--- src/rtl/access_pkg.sv ---
// Shared definitions for the access session controller: profile codes,
// controller states and the per-profile permission table.
package access_pkg;

    localparam logic [2:0] PROF_ADM    = 3'b101;
    localparam logic [2:0] PROF_TESTER = 3'b011;
    localparam logic [2:0] PROF_USER   = 3'b001;
    localparam logic [2:0] PROF_GUEST  = 3'b110;

    typedef enum logic [2:0] {
        ST_IDLE,
        ST_SESSION,
        ST_GRANT,
        ST_DENY,
        ST_LOGIN_FAIL,
        ST_LOCKED
    } state_t;

    // Bit k of the result permits function k+1.
    function automatic logic [6:0] perm_mask(input logic [2:0] profile);
        case (profile)
            PROF_ADM:    return 7'b1111111;
            PROF_TESTER: return 7'b0101111;
            default:     return 7'b0000000;
        endcase
    endfunction

    function automatic logic profile_valid(input logic [2:0] profile);
        return (profile == PROF_ADM) || (profile == PROF_TESTER) ||
               (profile == PROF_USER) || (profile == PROF_GUEST);
    endfunction

endpackage

--- src/rtl/access_session_ctrl_btn_sync_edge.sv ---
// Two-flop synchronizer for an asynchronous push button followed by a
// registered rising-edge detector producing a one-cycle pulse.
module btn_sync_edge (
    input  logic clk,
    input  logic rst,
    input  logic btn,
    output logic pulse
);

    logic meta;
    logic sync;
    logic prev;

    // Synchronize the button, remember its previous level and register the rising edge.
    always_ff @(posedge clk) begin
        if (rst) begin
            meta  <= 1'b0;
            sync  <= 1'b0;
            prev  <= 1'b0;
            pulse <= 1'b0;
        end else begin
            meta  <= btn;
            sync  <= meta;
            prev  <= sync;
            pulse <= sync & ~prev;
        end
    end

endmodule

--- src/rtl/access_session_ctrl.sv ---
// Session controller: profile login with lockout, permission-checked function
// requests, timed grant/deny indication and inactivity logout.
module access_session_ctrl
    import access_pkg::*;
#(
    parameter int unsigned HOLD_CYC    = 50_000_000,
    parameter int unsigned TIMEOUT_CYC = 500_000_000,
    parameter int unsigned LOCK_CYC    = 250_000_000,
    parameter int unsigned MAX_FAIL    = 3,
    parameter int unsigned CNT_W       = 32
) (
    input  logic       CLK,
    input  logic       RST,
    input  logic       CH7,
    input  logic       CH6,
    input  logic       CH5,
    input  logic       CH4,
    input  logic       B3,
    input  logic       B2,
    input  logic       B0,
    input  logic       B1,
    output logic       LED0,
    output logic       LED2,
    output logic       LED3,
    output logic       LED5,
    output logic       M1_C0,
    output logic       M1_L6,
    output logic       M1_L5,
    output logic       M1_L4,
    output logic       M1_L3,
    output logic       M1_L2,
    output logic       M1_L1,
    output logic       M1_L0,
    output logic       FUNC_GO,
    output logic [2:0] FUNC_ID
);

    localparam int FAIL_W = $clog2(MAX_FAIL + 1);

    logic [5:0]        lvl_meta;
    logic [5:0]        lvl_sync;
    logic [2:0]        code;
    logic [2:0]        func;
    logic              b0_edge;
    logic              b1_edge;

    state_t            state;
    state_t            state_nx;
    logic [CNT_W-1:0]  cnt;
    logic [CNT_W-1:0]  cnt_nx;
    logic [FAIL_W-1:0] fails;
    logic [FAIL_W-1:0] fails_nx;
    logic [2:0]        profile;
    logic [2:0]        profile_nx;
    logic              go_nx;
    logic              active_nx;
    logic [7:0]        mask_ext;

    btn_sync_edge u_b0 (.clk(CLK), .rst(RST), .btn(B0), .pulse(b0_edge));
    btn_sync_edge u_b1 (.clk(CLK), .rst(RST), .btn(B1), .pulse(b1_edge));

    // Two-flop synchronizers for the profile and function-code switches.
    always_ff @(posedge CLK) begin
        if (RST) begin
            lvl_meta <= '0;
            lvl_sync <= '0;
        end else begin
            lvl_meta <= {CH7, CH6, CH5, B3, B2, CH4};
            lvl_sync <= lvl_meta;
        end
    end

    assign code     = lvl_sync[5:3];
    assign func     = lvl_sync[2:0];
    // Index 0 is a dummy so the function code can index the mask directly.
    assign mask_ext = {perm_mask(profile), 1'b0};

    // Next-state decisions; B1 is checked first so it beats a simultaneous B0.
    always_comb begin
        state_nx   = state;
        cnt_nx     = cnt + CNT_W'(1);
        fails_nx   = fails;
        profile_nx = profile;
        go_nx      = 1'b0;
        case (state)
            ST_IDLE: begin
                if (b0_edge) begin
                    if (profile_valid(code)) begin
                        profile_nx = code;
                        fails_nx   = '0;
                        state_nx   = ST_SESSION;
                    end else begin
                        fails_nx = fails + FAIL_W'(1);
                        if (fails == FAIL_W'(MAX_FAIL - 1)) begin
                            state_nx = ST_LOCKED;
                        end else begin
                            state_nx = ST_LOGIN_FAIL;
                        end
                    end
                end
            end
            ST_SESSION: begin
                if (b1_edge) begin
                    state_nx = ST_IDLE;
                end else if (b0_edge && func == 3'd0) begin
                    cnt_nx = '0;
                end else if (b0_edge && mask_ext[func]) begin
                    state_nx = ST_GRANT;
                    go_nx    = 1'b1;
                end else if (b0_edge) begin
                    state_nx = ST_DENY;
                end else if (cnt == CNT_W'(TIMEOUT_CYC - 1)) begin
                    state_nx = ST_IDLE;
                end
            end
            ST_GRANT, ST_DENY: begin
                if (b1_edge) begin
                    state_nx = ST_IDLE;
                end else if (cnt == CNT_W'(HOLD_CYC - 1)) begin
                    state_nx = ST_SESSION;
                end
            end
            ST_LOGIN_FAIL: begin
                if (cnt == CNT_W'(HOLD_CYC - 1)) begin
                    state_nx = ST_IDLE;
                end
            end
            ST_LOCKED: begin
                if (cnt == CNT_W'(LOCK_CYC - 1)) begin
                    state_nx = ST_IDLE;
                    fails_nx = '0;
                end
            end
            default: begin
                state_nx = ST_IDLE;
            end
        endcase
        if (state_nx != state || state_nx == ST_IDLE) begin
            cnt_nx = '0;
        end
    end

    assign active_nx = (state_nx == ST_SESSION) || (state_nx == ST_GRANT) ||
                       (state_nx == ST_DENY);

    // Controller state plus every output, registered from the next-state values.
    always_ff @(posedge CLK) begin
        if (RST) begin
            state   <= ST_IDLE;
            cnt     <= '0;
            fails   <= '0;
            profile <= '0;
            LED0    <= 1'b0;
            LED2    <= 1'b0;
            LED3    <= 1'b0;
            LED5    <= 1'b0;
            M1_C0   <= 1'b0;
            {M1_L6, M1_L5, M1_L4, M1_L3, M1_L2, M1_L1, M1_L0} <= '0;
            FUNC_GO <= 1'b0;
            FUNC_ID <= '0;
        end else begin
            state   <= state_nx;
            cnt     <= cnt_nx;
            fails   <= fails_nx;
            profile <= profile_nx;
            LED0    <= active_nx;
            LED2    <= (state_nx == ST_GRANT);
            LED3    <= (state_nx == ST_DENY) || (state_nx == ST_LOGIN_FAIL);
            LED5    <= (state_nx == ST_LOCKED);
            M1_C0   <= active_nx &&
                       (profile_nx == PROF_ADM || profile_nx == PROF_TESTER);
            {M1_L6, M1_L5, M1_L4, M1_L3, M1_L2, M1_L1, M1_L0} <=
                perm_mask(profile_nx) & {7{active_nx}};
            FUNC_GO <= go_nx;
            if (go_nx) begin
                FUNC_ID <= func;
            end
        end
    end

endmodule

--- config.mk ---
export PLATFORM = sky130hd
export DESIGN_NAME = access_session_ctrl
export DESIGN_NICKNAME = d
export VERILOG_FILES = /design/src/rtl/access_pkg.sv /design/src/rtl/access_session_ctrl_btn_sync_edge.sv /design/src/rtl/access_session_ctrl.sv
export SDC_FILE = /design/constraint.sdc
export NUM_CORES = 1
export LEC_CHECK = 0
export CORE_MARGIN = 2
export CORE_UTILIZATION = 57
export DETAILED_ROUTE_END_ITERATION = 6
export HOLD_SLACK_MARGIN = 0.1
export PLACE_DENSITY = 0.79
export SYNTH_ARGS = -nofsm -noshare
export SYNTH_HDL_FRONTEND = slang
export SYNTH_SLANG_ARGS = --single-unit
--- constraint.sdc ---
create_clock -name CLK -period 3.1 [get_ports CLK]
set_clock_uncertainty 0.1 [all_clocks]
set_input_delay 0.62 -clock CLK [delete_from_list [all_inputs] [get_ports CLK]]
set_output_delay 0.62 -clock CLK [all_outputs]
set_load 0.05 [all_outputs]
# Word-level counts from Yosys, hierarchy flattened
# Index checks and enable logic that the tools add are counted.
[word_totals]
regBits = 76
latch_bits = 0
ramBits = 0
rom_bits = 0
in_bits = 10
out_inout_bits = 16
elab_cells = 111
mem_count = 0
[classes]
n_addsub = 2
multipliers = 0
div_mod_pow = 0
magnitude_cmp = 1
n_eq_ne = 25
shifts = 0
mux = 32
n_bitwise = 5
reduce_logical = 18
[ops]
columns = ["cell", "count"]
rows = [
  ["$mux 32", 3],
  ["$mux 3", 14],
  ["$add 32x1->32 const B", 1],
  ["$eq 32x26->1 const B", 1],
  ["$eq 32x28->1 const B", 1],
  ["$eq 32x29->1 const B", 1],
  ["$pmux 7 s2", 2],
  ["$eq 3x3->1 const B", 8],
  ["$eq 3x2->1 const B", 7],
  ["$pmux 3 s5", 1],
  ["$eq 3x1->1 const B", 3],
  ["$logic_not 3->1", 3],
  ["$logic_or 1x1->1", 8],
  ["$and 7x7->7", 1],
  ["$mux 7", 1],
  ["$mux 1", 6],
  ["$mux 2", 3],
  ["$lt 3x4->1 const B", 1],
  ["$pmux 2 s2", 1],
  ["$reduce_or 2->1", 2],
  ["$bmux 1 s3", 1],
  ["$logic_and 1x1->1", 3],
  ["$ne 3x3->1", 1],
  ["$reduce_and 3->1", 1],
  ["other kinds (7)", 9],
]

# Depth between registers and ports, before layout
# Gate-level depths: netlist of the first run.
[logic_depth]
ltp_word = 13
mapped_depth = 8
ltp_nobuf = 8

# By module
# A second synthesis of the first run with hierarchy kept.
[hier_totals]
cells_unflattened = 327
area_unflattened_um2 = 3037.9
[by_module_without_submodules]
columns = ["mod", "instances", "cells_each", "area_per_inst_um2", "seq_area_each_um2"]
rows = [
  ["access_session_ctrl", 1, 311, 2815.2, 1241.2],
  ["btn_sync_edge", 2, 8, 111.4, 80.1],
]

# Worst setup path before layout of the first run
# OpenSTA, ideal clock, no wires.
[synth_path]
path_type = "register -> register"
startpoint = "reg cnt[18]"
endpoint = "reg cnt[27]"
setup_time_ns = 0.115
arrival_time_ns = 2.143
required_ns = 2.885
slack_ns = 0.742
path_stages_with_launch = 8
path_cell_list = "dfxtp_1 or4b_1 or4_4 nor3_4 o211ai_2 a22oi_4 buf_6 nor2_2"
[synth_between]
elab_chain_len = 10
elab_cells_between_ends = 21
cone_classes = "1 x add/sub; 4 x eq/ne; 13 x mux; 3 x reduce/logical"
[synth_rtl]
columns = ["item", "line", "text"]
rows = [
  ["from (decl)", "access_session_ctrl.sv:49", "logic [CNT_W-1:0] cnt;"],
  ["from (signal assigned)", "access_session_ctrl.sv:163", "cnt <= cnt_nx;"],
  ["$eq 32x29->1", "access_session_ctrl.sv:112", "end else if (cnt == CNT_W'(TIMEOUT_CYC - 1)) begin"],
  ["$mux 3", "access_session_ctrl.sv:112", ""],
  ["$mux 3", "access_session_ctrl.sv:110", "end else if (b0_edge) begin"],
  ["$mux 3", "access_session_ctrl.sv:107", "end else if (b0_edge && mask_ext[func]) begin"],
  ["$mux 3", "access_session_ctrl.sv:105", "end else if (b0_edge && func == 3'd0) begin"],
  ["$mux 3", "access_session_ctrl.sv:103", "if (b1_edge) begin"],
  ["$pmux 3 s5", "access_session_ctrl.sv:85", "case (state)"],
  ["$ne 3x3->1 / $logic_not 3->1 (equally long branches)", "access_session_ctrl.sv:138", "if (state_nx != state || state_nx == ST_IDLE) begin"],
  ["$logic_or 1x1->1", "access_session_ctrl.sv:138", ""],
  ["$reduce_or 2->1 (no source line)", "-", ""],
]
# Several ways; a longest one is shown, not always the timed one.
# A chain may end at the register's enable or synchronous reset.

# Worst setup path after layout of the first run
[layout_path]
startpoint = "reg cnt[0]"
endpoint = "reg M1_L5"
[layout_between]
elab_chain_len = 11
elab_cells_between_ends = 19
cone_classes = "6 x eq/ne; 10 x mux; 1 x bitwise; 2 x reduce/logical"
[layout_rtl]
columns = ["item", "line", "text"]
rows = [
  ["$eq 32x29->1", "access_session_ctrl.sv:112", ""],
  ["$mux 3", "access_session_ctrl.sv:112", ""],
  ["$mux 3", "access_session_ctrl.sv:110", ""],
  ["$mux 3", "access_session_ctrl.sv:107", ""],
  ["$mux 3", "access_session_ctrl.sv:105", ""],
  ["$mux 3", "access_session_ctrl.sv:103", ""],
  ["$pmux 3 s5 *", "access_session_ctrl.sv:85", ""],
  ["$eq 3x1->1 / $eq 3x2->1 (equally long branches)", "access_session_ctrl.sv:143", "assign active_nx = (state_nx == ST_SESSION) || (state_nx == ST_GRANT) ||"],
  ["$logic_or 1x1->1", "access_session_ctrl.sv:143", ""],
  ["$logic_or 1x1->1 *", "access_session_ctrl.sv:143", ""],
  ["$and 7x7->7 *", "access_session_ctrl.sv:173", "perm_mask(profile_nx) & {7{active_nx}};"],
  ["to (signal assigned)", "access_session_ctrl.sv:172", "{M1_L6, M1_L5, M1_L4, M1_L3, M1_L2, M1_L1, M1_L0} <="],
  ["to (decl)", "access_session_ctrl.sv:28", "output logic M1_L5,"],
]
# Mark *: on every way between the ends. The rest lies on a longest branch, timed or not.

==> PnR_summary.wiki, run 1 <==
{| class="wikitable"
! Metric !! Value
|-
| Outcome || complete, no violations
|-
| Number of synthesis warnings || 0
|-
| Net count after synthesis || 348
|-
| Number of synthesized register bits || 70
|-
| Arr. time, crit path || about 2.6 ns
|-
| Xor and xnor area share after synthesis || 0.0864
|-
| Depth of the worst register-to-register path || 7
|-
| Number of antenna repair diodes || 0
|-
| Worst R2R End || M1_L5
|-
| Layout overhead on the synthesized area || 14.8%
|-
| Number of max-slew violations in the final report || 0
|-
| Final Wtd Congestion || between 0.8 and 0.9
|-
| H-Tree Level Count || 3
|-
| Part of the power in registers || 0.536
|-
| Vias in the first global route || 2,125
|-
| Fraction of the yosys area taken by sequential cells || 0.446
|-
| Width of the die || 78.3 µm
|-
| Placed cell count || 418
|-
| Clock transition at the registers of the reported paths || 0.08 ns
|-
| Total power consumption of the routed design || around 1.7 mW
|-
| Leading cell type in the layout, fill and taps excluded || dfxtp_1
|-
| Highest-count cells in the layout ignoring fill and taps || 70 x dfxtp_1, 39 x nor2_1, 25 x nor2b_1, 25 x clkdlybuf4s50_1, 21 x nand3_1
|-
| Number of buffers inserted during clock tree synthesis || 9
|-
| Number of enable-type register cells in the synthesized netlist || 0
|-
| Launching element type of the critical path || flip-flop
|-
| Part of the total power dissipated in the clock network || 0.432
|-
| Initial Utilization || 0.582
|-
| Number of iterations in the first detailed-routing pass || 4
|-
| Clock network latency to the later pin of the worst-skew pair || 0.34 ns
|-
| Final cell count without fillers || 434
|-
| Share of the core filled with cells in the final layout || 0.668
|-
| Fraction of the mapped netlist area in adder cells || 0.00796
|-
| GR Util All Layers || 0.213
|-
| Depth of the worst hold-timing path || 1
|-
| Final net count || 369
|-
| Worst min-delay path class || reg2reg
|-
| Count of nets left with antenna violations after detail routing || 0
|-
| Total leakage power || 1.26 nW
|-
| Least-Margin Pin Slew || 0.585 ns
|-
| Maximum operating frequency || between 0.3 and 0.4 GHz
|-
| IO Count || 26
|-
| Wire length reported by the detailed router || between 5 and 6 mm
|-
| Maximum vdd drop || 0.519 mV
|-
| Multiplexer share of the synthesized area || 0.0127
|-
| Setup repair after global routing missed its margin || no
|-
| Wire length per cell after detailed routing || 13.8 µm
|-
| Async set-or-reset flop fraction in the synthesized netlist || 0
|-
| Number of antenna violations at the first check in global routing || 0
|-
| GRT overflow || 0
|-
| Area of the die || 6130 µm²
|-
| Port bufs || 25
|-
| Number of gates resized after cts || 0
|-
| Remaining routing DRC violations || 0
|-
| Final worst-path cycle share || 0.818
|-
| CTS tree || done
|-
| Mean number of vias per cell || 5.49
|-
| Standard-cell rows || 27
|-
| Worst Path Required || about 3.2 ns
|-
| Clock Path Buffers || 2
|-
| Max-cap check violation count || 0
|-
| Fraction of power spent switching nets || 0.231
|-
| Maximum fanout along the worst path || 6
|-
| Largest family of logic cells by synthesized area || simple AND/OR/NAND/NOR gates
|-
| Setup TNS Final || 0 ns
|-
| Internal Dissipation || between 1 and 1.5 mW
|-
| Mapped Cells || 336
|-
| Post-DP HPWL || ~4.2 mm
|-
| Placeable Area || 5410 µm²
|-
| CTS root buf || clkbuf_8
|-
| Setup violators final || 0
|-
| Clock period minus worst slack || 2.54 ns
|-
| Fraction of the mapped netlist area in compound gates || 0.0816
|-
| Minimum setup slack among reg-to-reg paths || roughly 0.56 ns
|-
| Worst-case setup margin in the final layout || 0.565 ns
|-
| Pin count of the biggest net entering global routing || 35
|-
| Global-route wire length before repair || 10.2 mm
|-
| Critical path endpoint category || flip-flop
|-
| Max_slew headroom || 0.607
|-
| Fraction of the mapped netlist area in simple logic gates || 0.325
|-
| Net Sw Power || just under 0.4 mW
|-
| Post-Place Worst Slack || just under 0.6 ns
|-
| Post CTS Setup Buffer Count || 0
|-
| Total number of clock tree sinks || 70
|-
| Iter 0 DRT Violations || 257
|-
| Power per unit of standard cell area || ~480 nW/µm²
|-
| Cell variety after synth || 56
|-
| Worst reg2reg startpoint || cnt[0]
|-
| Dominant register cell in the synthesized netlist || dfxtp_1
|-
| Total vias in the final route || 2,384
|-
| Worst-case hold path end point || u_b1.pulse
|-
| Fin. Hold Viols || 0
|-
| Syn_area_per_cell || 9.36 µm²
|-
| Worst min-delay path startpoint || u_b1.prev
|-
| Fraction of layout instances using a drive strength above 1 || 0.113
|-
| DIE HEIGHT || 78.3 µm
|-
| Hold-fix buffers at CTS || 0
|-
| Netlist Area Pre-Place || 3140 µm²
|-
| Startpoint-to-endpoint class of the critical path || reg2reg
|-
| Combinational share of power || 0.032
|}
-- state kept, by name, summed over array words and instances, names as in the netlist, 2 cells and up --
register and cells:
fails 2, FUNC_ID 3, lvl_meta 6, profile 3, lvl_sync 6, cnt 32, state 3
-- synth_stat cells, types with 2 or more instances --
master / instances / area share
a21o_1: 2 / 0.0048
a21oi_1: 5 / 0.0080
and2_1: 4 / 0.0080
and3_1: 10 / 0.020
and3b_1: 2 / 0.0056
and4_1: 3 / 0.0084
buf_4: 6 / 0.014
buf_6: 3 / 0.011
clkbuf_1: 9 / 0.011
dfxtp_1: 70 / 0.45
ha_1: 2 / 0.0080
inv_1: 4 / 0.0048
mux2i_1: 4 / 0.013
nand2_1: 15 / 0.018
nand2b_1: 2 / 0.0040
nand3_1: 21 / 0.033
nand3b_1: 2 / 0.0048
nand4_1: 4 / 0.0080
nand4b_1: 2 / 0.0056
nand4bb_1: 2 / 0.0072
nor2_1: 39 / 0.047
nor2_2: 10 / 0.020
nor2b_1: 25 / 0.050
nor3_1: 9 / 0.014
nor3_4: 2 / 0.010
nor4_1: 3 / 0.0060
nor4b_1: 5 / 0.014
o21ai_0: 8 / 0.013
or3_1: 5 / 0.0099
or4_4: 2 / 0.0072
or4b_1: 2 / 0.0064
xnor2_1: 16 / 0.045
xor2_1: 15 / 0.042
-- critical path, cell delays in order (launching register included) --
cell and delay, ns:
dfxtp_1 0.42, ha_1 0.33, nand3b_1 0.12, or4_4 0.56, nor3_4 0.22, o22ai_4 0.15, o31ai_2 0.42, a2111oi_2 0.08
-- routing by layer --
metal,up-vias,global-route usage,share of wire
met3,10,0.0483,0.054
met5,-,0,0
met2,65,0.306,0.43
met4,0,0.0895,0.019
li1,1214,-,-
met1,1095,0.308,0.50
-- power groups by stage --
stage | clock network [mW] | registers (mW) | logic (mW)
after floorplan | 0 | 0.940 | 0.0356
after global placement | 0 | 0.941 | 0.0532
after detailed placement | 0 | 0.941 | 0.0542
after CTS | 0.760 | 0.920 | 0.0543
after global routing | 0.800 | 0.922 | 0.0594
final | 0.743 | 0.920 | 0.0542
-- cell type report --
class | count | area (µm²)
clock buffer | 9 | 124
clock inverter | 7 | 80.1
fill | 444 | 1790
inverter | 4 | 15.0
multi-input combinational | 244 | 1620
sequential | 70 | 1400
tap | 72 | 90.1
timing repair buffer | 28 | 285
-- logic make-up (layout without fill, tap and decap cells) --
kind of cell	Yosys count	after routing
simple gates	175	175
flops	70	70
compound gates	32	32
xor+xnor	31	31
buf+inv	22	48
mux	4	4
fa+ha+maj	2	2
-- per-stage QoR --
| stage | cell area [µm²] | hold WS, ns |
|---|---|---|
| 3_5_place_dp | 3410 | 0.274 |
| 2_1_floorplan | 3140 | 0.267 |
| 4_1_cts | 3610 | 0.285 |
| 3_3_place_gp | 3410 | 0.272 |
| 6_report | 3610 | 0.281 |
| 5_1_grt | 3610 | 0.293 |
-- how the worst max path moves through the flow --
stage            start       to  slack [ns]  depth (start not counted)
2_1_floorplan  cnt[18]  cnt[27]        0.74                          7
3_3_place_gp   cnt[18]    M1_L5        0.65                          6
3_5_place_dp    cnt[0]    M1_L5        0.59                          7
4_1_cts         cnt[0]    M1_L5        0.57                          7
5_1_grt         cnt[0]    M1_L5        0.38                          7
6_report        cnt[0]    M1_L5        0.56                          7
No activity file was read; power rests on OpenSTA's default activity.
==> inputs of run 2 (changes only) <==
CORE_UTILIZATION = 52   (was 57)
PLACE_DENSITY = 0.76   (was 0.79)
clock period = 2.2 ns   (was 3.1 ns; I/O delays follow)
==> run 2 against run 1 <==
Effect of this change:
- the run now ends with negative setup slack left
- power increased by 39%
- flip-flop and latch count unchanged
- maximum frequency increased by 3.1%
- setup slack got worse by 0.82 ns
- wire length increased by 22%
- cell count increased by 15%
- via count increased by 13%
- largest cell class unchanged
==> PnR_summary.wiki, run 2 (synthesized netlist as in run 1, its figures left out) <==
{| class="wikitable"
! Metric !! Value
|-
| Outcome || finished with violations
|-
| Violated checks || negative setup slack
|-
| Launching element type of the critical path || flip-flop
|-
| Number of buffers inserted during clock tree synthesis || 9 (unchanged)
|-
| Least-Margin Pin Slew || 0.653 ns (+0.0675 ns)
|-
| Register bank with the most flops || cnt
|-
| H-Tree Level Count || 3 (unchanged)
|-
| Arr. time, crit path || 2.62 ns (-0.02 ns)
|-
| Critical-path cell list || or4b_4 -> or4_4 -> nor3_4 -> buf_6 -> o21ai_4 -> o31ai_4 -> buf_4 -> nor3_2
|-
| Net Sw Power || 0.624 mW (+57%)
|-
| CTS root buf || clkbuf_8
|-
| Standard-cell rows || 28 (+3.7%)
|-
| Final worst-path cycle share || 1.12 (+0.300)
|-
| Clock network latency to the later pin of the worst-skew pair || 0.36 ns (+0.02 ns)
|-
| Number of antenna repair diodes || 0 (unchanged)
|-
| GR Util All Layers || 0.228 (+0.0143)
|-
| Placeable Area || 5890 µm² (+8.9%)
|-
| Clock transition at the registers of the reported paths || 0.09 ns (about the same)
|-
| Max_slew headroom || 0.559 (-0.0485)
|-
| Clock period minus worst slack || 2.46 ns (-0.0757 ns)
|-
| Port bufs || 25 (unchanged)
|-
| Power per unit of standard cell area || 564 nW/µm² (+19%)
|-
| Startpoint-to-endpoint class of the critical path || reg2reg
|-
| Part of the total power dissipated in the clock network || 0.418 (-0.014)
|-
| Setup violators final || 42 (+42)
|-
| Final Wtd Congestion || 0.803 (-9.1%)
|-
| Vias in the first global route || 2,525 (+19%)
|-
| Clock Path Buffers || 2 (unchanged)
|-
| Final cell count without fillers || 501 (+15%)
|-
| Post-Place Worst Slack || -0.221 ns (-0.808 ns)
|-
| Critical Path Max Stage Delay || 0.53 ns (-0.03 ns)
|-
| Leading cell type in the layout, fill and taps excluded || dfxtp_1
|-
| Final net count || 433 (+17%)
|-
| Fraction of power spent switching nets || 0.261 (+0.0298)
|-
| Maximum fanout along the worst path || 4 (-2)
|-
| Worst reg2reg startpoint || cnt[27]
|-
| Initial Utilization || 0.534 (-0.0475)
|-
| DIE HEIGHT || 81.8 µm (+4.5%)
|-
| Global-route wire length before repair || 11.4 mm (+12%)
|-
| Largest register FFs || 32 (unchanged)
|-
| Count of buffering cells on the critical path with inverters included || 2 (+2)
|-
| Max-cap check violation count || 0 (unchanged)
|-
| Maximum vdd drop || 0.567 mV (+9.3%)
|-
| Registers with the most flip-flops || cnt x32, lvl_meta x6, lvl_sync x6
|-
| Depth of the worst register-to-register path || 8 (+1)
|-
| Total leakage power || 1.63 nW (+29%)
|-
| CTS tree || done
|-
| Cell class contributing the biggest share of worst-path delay || simple AND/OR/NAND/NOR gates
|-
| Maximum operating frequency || 0.407 GHz (+3.1%)
|-
| Number of iterations in the first detailed-routing pass || 4 (unchanged)
|-
| Stages on worst setup path || 8 (+1)
|-
| Post-DP HPWL || 4.99 mm (+18%)
|-
| Number of max-slew violations in the final report || 0 (unchanged)
|-
| Critical path endpoint category || flip-flop
|-
| Highest-count cells in the layout ignoring fill and taps || 66 x dfxtp_1, 56 x buf_4, 34 x nor2_1
|-
| Layout overhead on the synthesized area || 34.9%
|-
| Pin count of the biggest net entering global routing || 35 (unchanged)
|-
| Placed cell count || 477 (+14%)
|-
| GRT overflow || 0 (unchanged)
|-
| Fraction of layout instances using a drive strength above 1 || 0.293 (+0.180)
|-
| Wire length reported by the detailed router || 7.31 mm (+22%)
|-
| IO Count || 26 (unchanged)
|-
| Hold-fix buffers at CTS || 0 (unchanged)
|-
| Area of the die || 6680 µm² (+9.1%)
|-
| Number of antenna violations at the first check in global routing || 0 (unchanged)
|-
| Total power consumption of the routed design || 2.39 mW (+39%)
|-
| Wire length per cell after detailed routing || 14.6 µm (+5.8%)
|-
| Width of the die || 81.8 µm (+4.5%)
|-
| Cell with the biggest individual delay on the critical path || or4b_4
|-
| Worst Path Required || 2.36 ns (-0.84 ns)
|-
| Count of nets left with antenna violations after detail routing || 0 (unchanged)
|-
| Remaining routing DRC violations || 0 (unchanged)
|-
| Setup repair after global routing missed its margin || yes
|-
| Worst min-delay path startpoint || u_b1.prev
|-
| Fin. Hold Viols || 0 (unchanged)
|-
| Worst min-delay path class || reg2reg
|-
| Internal Dissipation || 1.77 mW (+34%)
|-
| Combinational share of power || 0.042 (+0.010)
|-
| Mean number of vias per cell || 5.37 (-2.3%)
|-
| Part of the power in registers || 0.541 (+0.005)
|-
| Total number of clock tree sinks || 70 (unchanged)
|-
| Depth of the worst hold-timing path || 1 (unchanged)
|-
| Launching element of the worst setup path || cnt[27]
|-
| Worst-case setup margin in the final layout || -0.260 ns (-0.824 ns)
|-
| Total vias in the final route || 2,690 (+13%)
|-
| Iter 0 DRT Violations || 161 (-37%)
|}
## run 2: layout make-up
| cell class | count | area (µm²) |
|---|---|---|
| clock inverters | 7 | 62.6 |
| clock buffers | 9 | 124 |
| multi-input cells | 244 | 1740 |
| well taps | 75 | 93.8 |
| inverters | 4 | 15.0 |
| fillers | 432 | 1640 |
| flip-flops and latches | 70 | 1410 |
| repair buffers | 92 | 806 |
## run 2: through the flow
stage / util / TNS [ns] / area [µm²] / hold WS (ns)
3_3_place_gp: 0.654 / -4.64 / 3850 / 0.271
5_1_grt: 0.721 / -11.58 / 4240 / 0.291
3_5_place_dp: 0.654 / -6.48 / 3850 / 0.272
6_report: 0.721 / -8.70 / 4240 / 0.282
2_1_floorplan: - / -3.20 / 3160 / 0.267
4_1_cts: 0.702 / -7.34 / 4130 / 0.284
## run 2: path summary, 6_finish.rpt
check                    end  slack [ns]
setup / recovery       M1_L6       -0.26
hold / removal    u_b1.pulse        0.28
setup reg to reg       M1_L6       -0.26
hold reg to reg   u_b1.pulse        0.28
## run 2: worst register-to-register path: cells and delay by family, from the launching register on
family | cells | cell delay (ns)
simple gates | 4 | 1.29
compound gates | 2 | 0.32
flops | 1 | 0.33
buf+inv | 2 | 0.33
## run 2: power by group through the flow
stage	clock network, mW	registers [mW]	logic (mW)
global route	1.06	1.30	0.108
floorplan	0	1.32	0.0509
finish	0.999	1.29	0.0997
global placement	0	1.32	0.0852
detailed placement	0	1.32	0.0882
CTS	1.01	1.29	0.0921
## run 2: layer usage
layer | GRT usage | part of all wire
met4 | 0.0750 | 0.013
met3 | 0.0670 | 0.043
met2 | 0.363 | 0.49
met5 | 0 | 0
met1 | 0.295 | 0.46
## run 2: repair_timing
action | in CTS | in global routing
hold endpoints to repair | 0 | 0
pin swaps | 13 | 6
setup buffers | 4 | 5
cloned | 0 | 0
endpoints found under the setup margin | 40 | 47
resized for setup | 16 | 19
